[src/rtl/intc_pkg.sv]
// Shared definitions for the wb_intctrl interrupt controller.
// Register word offsets, default code width and bus state type.
package intc_pkg;

  localparam int INTC_CODE_W = 4;

  localparam logic [2:0] INTC_PENDING = 3'd0;
  localparam logic [2:0] INTC_MASK    = 3'd1;
  localparam logic [2:0] INTC_ACTIVE  = 3'd2;
  localparam logic [2:0] INTC_MODE    = 3'd3;
  localparam logic [2:0] INTC_SWSET   = 3'd4;

  typedef enum logic {
    WB_IDLE,
    WB_ACK
  } wb_state_e;

endpackage

[src/rtl/wb_intctrl_if.sv]
// Wishbone classic register-access bundle for wb_intctrl.
// dat_i carries write data to the slave, dat_o read data back.
interface if_wb;
  logic        cyc;
  logic        stb;
  logic        we;
  logic [31:0] adr;
  logic [31:0] dat_i;
  logic [31:0] dat_o;
  logic        ack;

  modport master (
    output cyc, stb, we, adr, dat_i,
    input  dat_o, ack
  );

  modport slave (
    input  cyc, stb, we, adr, dat_i,
    output dat_o, ack
  );
endinterface

[src/rtl/wb_intctrl_prio_enc.sv]
// Fixed-priority encoder: lowest set index wins, code = index+1.
// All-zero input yields code 0.
module intc_prio_enc #(
  parameter int NSRC   = 8,
  parameter int CODE_W = 4
) (
  input  logic [NSRC-1:0]   req_i,
  output logic [CODE_W-1:0] code_o
);

  always_comb begin
    code_o = '0;
    for (int i = NSRC - 1; i >= 0; i--) begin
      if (req_i[i]) code_o = CODE_W'(i + 1);
    end
  end

endmodule

[src/rtl/wb_intctrl.sv]
// Wishbone interrupt controller: pending latches, mask, priority, cpu code.
// Define INTC_EDGE_EN to add the per-source MODE (edge/level) register.
module wb_intctrl
  import intc_pkg::*;
#(
  parameter int NSRC   = 8,
  parameter int CODE_W = INTC_CODE_W
) (
  input  logic              clk_i,
  input  logic              rst_i,
  if_wb.slave               bus,
  input  logic [NSRC-1:0]   src,
  input  logic              enabled,
  output logic [CODE_W-1:0] cpu_exception,
  output logic              irq
);

  if (NSRC < 1 || NSRC > (2 ** CODE_W) - 1 || NSRC > 32) begin : g_bad_nsrc
    $error("wb_intctrl: NSRC does not fit CODE_W or the 32-bit registers");
  end

  wb_state_e st_q, st_d;

  logic [31:0]       dat_q, dat_d, rdata;
  logic [NSRC-1:0]   src_q, hw_q, hw_d, sw_q, sw_d;
  logic [NSRC-1:0]   mask_q, mask_d, mode_q;
  logic [NSRC-1:0]   wdat, clr, set, pend, masked;
  logic [CODE_W-1:0] code_q, code_d, enc;
  logic              irq_q, irq_d;
  logic              acc, wr;
  logic [2:0]        off;
  logic              unused_bus;

  assign off        = bus.adr[4:2];
  assign wdat       = bus.dat_i[NSRC-1:0];
  assign unused_bus = &{1'b0, bus.adr[31:5], bus.adr[1:0], bus.dat_i};

  always_comb begin
    st_d = WB_IDLE;
    acc  = 1'b0;
    unique case (st_q)
      WB_IDLE: begin
        if (bus.cyc && bus.stb) begin
          st_d = WB_ACK;
          acc  = 1'b1;
        end
      end
      WB_ACK:  st_d = WB_IDLE;
      default: st_d = WB_IDLE;
    endcase
  end

  assign wr  = acc && bus.we;
  assign clr = (wr && off == INTC_PENDING) ? wdat : '0;
  assign set = (wr && off == INTC_SWSET) ? wdat : '0;

  assign pend   = hw_q | sw_q;
  assign masked = pend & mask_q;

  always_comb begin
    rdata = '0;
    unique case (off)
      INTC_PENDING: rdata = 32'(pend);
      INTC_MASK:    rdata = 32'(mask_q);
      INTC_ACTIVE:  rdata = 32'(code_q);
      INTC_MODE:    rdata = 32'(mode_q);
      default:      rdata = '0;
    endcase
  end

  // Set wins over W1C: the OR is applied after the clear.
  assign sw_d   = (sw_q & ~clr) | set;
  assign mask_d = (wr && off == INTC_MASK) ? wdat : mask_q;
  assign dat_d  = (acc && !bus.we) ? rdata : '0;

`ifdef INTC_EDGE_EN
  logic [NSRC-1:0] prev_q, mode_d, rise;

  assign rise   = src_q & ~prev_q;
  assign mode_d = (wr && off == INTC_MODE) ? wdat : mode_q;
  assign hw_d   = (mode_q & ((hw_q & ~clr) | rise))
                | (~mode_q & src_q);

  always_ff @(posedge clk_i) begin
    if (rst_i) begin
      prev_q <= '0;
      mode_q <= '0;
    end else begin
      prev_q <= src_q;
      mode_q <= mode_d;
    end
  end
`else
  assign mode_q = '0;
  assign hw_d   = src_q;
`endif

  intc_prio_enc #(
    .NSRC   (NSRC),
    .CODE_W (CODE_W)
  ) u_enc (
    .req_i  (masked),
    .code_o (enc)
  );

  assign code_d = enabled ? enc : '0;
  assign irq_d  = |code_d;

  always_ff @(posedge clk_i) begin
    if (rst_i) begin
      st_q   <= WB_IDLE;
      dat_q  <= '0;
      src_q  <= '0;
      hw_q   <= '0;
      sw_q   <= '0;
      mask_q <= '0;
      code_q <= '0;
      irq_q  <= 1'b0;
    end else begin
      st_q   <= st_d;
      dat_q  <= dat_d;
      src_q  <= src;
      hw_q   <= hw_d;
      sw_q   <= sw_d;
      mask_q <= mask_d;
      code_q <= code_d;
      irq_q  <= irq_d;
    end
  end

  assign bus.ack       = (st_q == WB_ACK);
  assign bus.dat_o     = dat_q;
  assign cpu_exception = code_q;
  assign irq           = irq_q;

endmodule

[src/flat_wrapper.sv]
// flat-port wrapper written by rule: the top's interface ports become plain ports
module wb_intctrl_flat import intc_pkg::*;
#(
  parameter int NSRC   = 8,
  parameter int CODE_W = INTC_CODE_W
)
  (clk_i, rst_i, src, enabled, cpu_exception, irq, bus_cyc, bus_stb, bus_we, bus_adr, bus_dat_i, bus_dat_o, bus_ack);
  if_wb bus_i ();
  input  logic clk_i;
  input  logic rst_i;
  input  logic [NSRC-1:0] src;
  input  logic enabled;
  output logic [CODE_W-1:0] cpu_exception;
  output logic irq;
  input wire logic [$bits(bus_i.cyc)-1:0] bus_cyc;
  input wire logic [$bits(bus_i.stb)-1:0] bus_stb;
  input wire logic [$bits(bus_i.we)-1:0] bus_we;
  input wire logic [$bits(bus_i.adr)-1:0] bus_adr;
  input wire logic [$bits(bus_i.dat_i)-1:0] bus_dat_i;
  output wire logic [$bits(bus_i.dat_o)-1:0] bus_dat_o;
  output wire logic [$bits(bus_i.ack)-1:0] bus_ack;
  assign bus_i.cyc = bus_cyc;
  assign bus_i.stb = bus_stb;
  assign bus_i.we = bus_we;
  assign bus_i.adr = bus_adr;
  assign bus_i.dat_i = bus_dat_i;
  assign bus_dat_o = bus_i.dat_o;
  assign bus_ack = bus_i.ack;
  wb_intctrl #(.NSRC(NSRC), .CODE_W(CODE_W)) u_core (.clk_i(clk_i), .rst_i(rst_i), .bus(bus_i), .src(src), .enabled(enabled), .cpu_exception(cpu_exception), .irq(irq));
endmodule
[config.mk]
export PLATFORM = sky130hd
export DESIGN_NAME = wb_intctrl_flat
export DESIGN_NICKNAME = d
export VERILOG_FILES = /design/src/rtl/intc_pkg.sv /design/src/rtl/wb_intctrl_if.sv /design/src/rtl/wb_intctrl_prio_enc.sv /design/src/rtl/wb_intctrl.sv /design/src/flat_wrapper.sv
export SDC_FILE = /design/constraint.sdc
export NUM_CORES = 1
export LEC_CHECK = 0
export BUFFER_PORTS_ARGS = -buffer_cell sky130_fd_sc_hd__buf_2
export CAP_MARGIN = 20
export CORE_AREA = 2 2 77 79
export CTS_CLUSTER_DIAMETER = 100
export DETAILED_ROUTE_END_ITERATION = 10
export DIE_AREA = 0 0 79 81
export PLACE_DENSITY = 0.71
export REMOVE_ABC_BUFFERS = 1
export SYNTH_ARGS = -nofsm -noshare
export SYNTH_HDL_FRONTEND = slang
export SYNTH_SLANG_ARGS = --single-unit
export TNS_END_PERCENT = 10
[constraint.sdc]
create_clock -name clk_i -period 1.3 [get_ports clk_i]
set_clock_uncertainty 0.1 [all_clocks]
set_input_delay 0.13 -clock clk_i [delete_from_list [all_inputs] [get_ports clk_i]]
set_output_delay 0.13 -clock clk_i [all_outputs]
set_load 0.02 [all_outputs]
==> impl_metrics.env <==
export IMPL_outcome="complete, no violations"
export IMPL_reg2reg_setup_slack_ns=0.006
export IMPL_dr_first_iter_drc_count=103
export IMPL_cap_violations=0
export IMPL_area_growth_pct=18.0
export IMPL_layout_worst_path_cycle_share=0.996
export IMPL_drive_gt1_frac=0.348
export IMPL_clock_latency_ns=0.30
export IMPL_synth_edff_count=0
export IMPL_drtAntennaViolNets=0
export IMPL_yosysTopAreaCellShare=0.427
export IMPL_max_freq_mhz=773
export IMPL_gp_congestion=0.788
export IMPL_synth_compound_area_frac=0.156
export IMPL_r2r_start="u_core.bus.ack$_SDFF_PP0_"
export IMPL_num_antenna_cells=0
export IMPL_grt_busiest_layer="met2"
export IMPL_die_x_um=79
export IMPL_hold_viol_final=0
export IMPL_n_fill_cell=566
export IMPL_cp_required_ns=1.39
export IMPL_synth_simple_area_share=0.249
export IMPL_track_usage=0.146
export IMPL_p_leak_uw=0.00104
export IMPL_power_density_mw_per_mm2=999
export IMPL_grt_max_degree=26
export IMPL_antenna_found_initial=0
export IMPL_synth_xor_area_share=0
export IMPL_async_flop_share=0
export IMPL_grt_pass1_wl_um=7110
export IMPL_ys_seq_elements=46
export IMPL_slew_viol_final=0
export IMPL_routed_wl_um=4300
export IMPL_synth_fa_ha_area_frac=0
export IMPL_hold_end="u_core.sw_q[5]$_SDFF_PP0_"
export IMPL_rsz0062_at_grt="yes"
export IMPL_grt_pass1_vias=1497
export IMPL_start_util=0.380
export IMPL_yosys_top_cells_area="dfxtp_1 43%, buf_4 9.1%, nand2b_1 5.2%"
export IMPL_final_nets=348
export IMPL_via_count=1616
export IMPL_portBuffers=38
export IMPL_hpwlAfterDp_um=3170
export IMPL_placed_cells=329
export IMPL_irDropWorstVdd_mv=0.375
export IMPL_grt_use_met3=0.0411
export IMPL_final_common_cell="dfxtp_1"
export IMPL_critPathMaxStageDelay_ns=0.38
export IMPL_multiInputGateArea_mm2=0.00104
export IMPL_seq_area_um2=922
export IMPL_worstPathArrival_ns=1.38
export IMPL_layout_common_cells="45 x dfxtp_1, 38 x buf_2, 24 x conb_1"
export IMPL_die_area_mm2=0.00640
export IMPL_yosysSeqAreaShare=0.427
export IMPL_cp_cell_sequence="and4b_2 > buf_12 > nand3_1 > mux2i_1"
export IMPL_finalSetupViolations=0
export IMPL_htree_levels=2
export IMPL_hold_path_depth=3
export IMPL_synth_mux_area_frac=0.0371
export IMPL_final_cells=345
export IMPL_critPathKind="reg2reg"
export IMPL_grt_remaining_overflow=0
export IMPL_ys_flop_type="dfxtp_1"
export IMPL_min_from="bus_dat_i[5]"
export IMPL_rows=28
export IMPL_hp_class="in2reg"
export IMPL_cts_sinks=46
export IMPL_syn_inst=214
export IMPL_viasPerCell=4.68
export IMPL_die_h_um=81
export IMPL_post_drt_wl_per_cell_um=12.5
export IMPL_yosys_area_top_type="dfxtp_1"
export IMPL_fin_ws_ns=0.00579
export IMPL_yosys_warnings=0
export IMPL_fin_crit_ns=1.29
export IMPL_reg2reg_depth=4
export IMPL_clock_path_buffers=2
export IMPL_syn_area_per_cell_um2=10.1
export IMPL_syn_area_mm2=0.00216
export IMPL_crit_path_top_delay_cell="and4b_2"
export IMPL_crit_path_end_kind="flop"
export IMPL_synth_top_family_by_area="simple AND/OR/NAND/NOR gates"
export IMPL_path_clk_slew_ns=0.08
export IMPL_startpoint_type="flop"
export IMPL_r2r_end="u_core.sw_q[4]$_SDFF_PP0_"
export IMPL_clk_root_buffer_cell="clkbuf_8"
export IMPL_core_area_mm2=0.00568
export IMPL_first_pass_iters=4
export IMPL_cts_tree="yes"
export IMPL_use_met1=0.175
export IMPL_cts_buffers=5
export IMPL_met2_usage=0.248
export IMPL_dpl_worst_slack_ns=-0.0449
export IMPL_io_pin_count=116
export IMPL_crit_path_max_fanout=10
export IMPL_synth_cell_types=38
export IMPL_drc_errors=0
## routing by layer
layer  routed length, µm  vias to the layer above
li1                    -                      805
met1                1990                      756
met2                1980                       49
met3                 268                        6
met4                  62                        0
met5                   0                        -
## cells by family after synthesis
| family | count (synthesis) |
|---|---|
| compound gates | 46 |
| mux | 8 |
| flops | 46 |
| buf+inv | 36 |
| other cells | 1 |
| simple gates | 77 |
## repair_timing
action                                  4_1_cts  5_1_grt
hold buffers                                  8        0
endpoints found under the setup margin       15        6
cloned                                        0        0
buffers inserted                              1        0
resized for setup                             1        5
hold endpoints to repair                      8        0
## Yosys cell counts (2+ instances only)
| master | count |
|---|---|
| nand2b_1 | 18 |
| o211ai_1 | 2 |
| o21a_1 | 3 |
| a21o_2 | 4 |
| o21ai_0 | 7 |
| nor2b_1 | 17 |
| nand4_1 | 2 |
| nand4b_1 | 8 |
| clkbuf_1 | 5 |
| dfxtp_1 | 46 |
| mux2i_1 | 8 |
| buf_4 | 26 |
| nand3_2 | 2 |
| o21ai_2 | 8 |
| buf_6 | 4 |
| a21oi_2 | 8 |
| nand3_1 | 6 |
| nand2_2 | 3 |
| nand2_1 | 3 |
| o21ai_1 | 9 |
| nand3b_1 | 8 |
## per-stage QoR
step                       util  hold slack, ns  cell area, µm²  power (µW)  TNS [ns]
after floorplan               -           0.102            1960        1610     -2.49
after global placement    0.418           0.241            2370        1730    -0.211
after detailed placement  0.418           0.248            2370        1740    -0.110
after CTS                 0.448          0.0133            2540        2570         0
after global routing      0.448          0.0142            2540        2680   -0.0732
final                     0.448          0.0234            2540        2540         0
## worst max-delay path by stage
stage,startpoint,cells past startpoint,to
2_1_floorplan,u_core.bus.ack$_SDFF_PP0_,3,u_core.mask_q[0]$_SDFFE_PP0P_
3_3_place_gp,u_core.bus.ack$_SDFF_PP0_,4,u_core.sw_q[6]$_SDFF_PP0_
3_5_place_dp,u_core.bus.ack$_SDFF_PP0_,4,u_core.sw_q[6]$_SDFF_PP0_
4_1_cts,u_core.bus.ack$_SDFF_PP0_,4,u_core.sw_q[6]$_SDFF_PP0_
5_1_grt,u_core.bus.ack$_SDFF_PP0_,4,u_core.sw_q[0]$_SDFF_PP0_
6_report,u_core.bus.ack$_SDFF_PP0_,4,u_core.sw_q[4]$_SDFF_PP0_
## final cells by class
type	instances	share of cell area
multi-input combinational	155	0.410
sequential	46	0.362
timing repair buffer	62	0.160
tap	75	0.0369
clock buffer	5	0.0270
clock inverter	2	0.00393
## sequential cells by signal (all words and copies together), names as in the netlist
signal                cells
u_core.bus.ack            1
u_core.hw_q               8
u_core.mask_q             8
u_core.cpu_exception      4
u_core.sw_q               8
u_core.bus.dat_o          8
u_core.hw_d               8
u_core.irq                1
## critical path: cells and delay by family, from the launching register on
kind / cells / cell delay (ns)
buffers and inverters: 1 / 0.15
DFF: 1 / 0.33
muxes: 1 / 0.13
and+or+nand+nor: 2 / 0.48
## where the power goes
part	total (µW)	switching, µW	leakage (µW)	internal [µW]
Clock	815	454	0.0000438	361
Combinational	280	164	0.000626	115
Sequential	1450	12.4	0.000375	1440
Total	2540	631	0.00104	1910
Power figures use the tool's default switching activity.
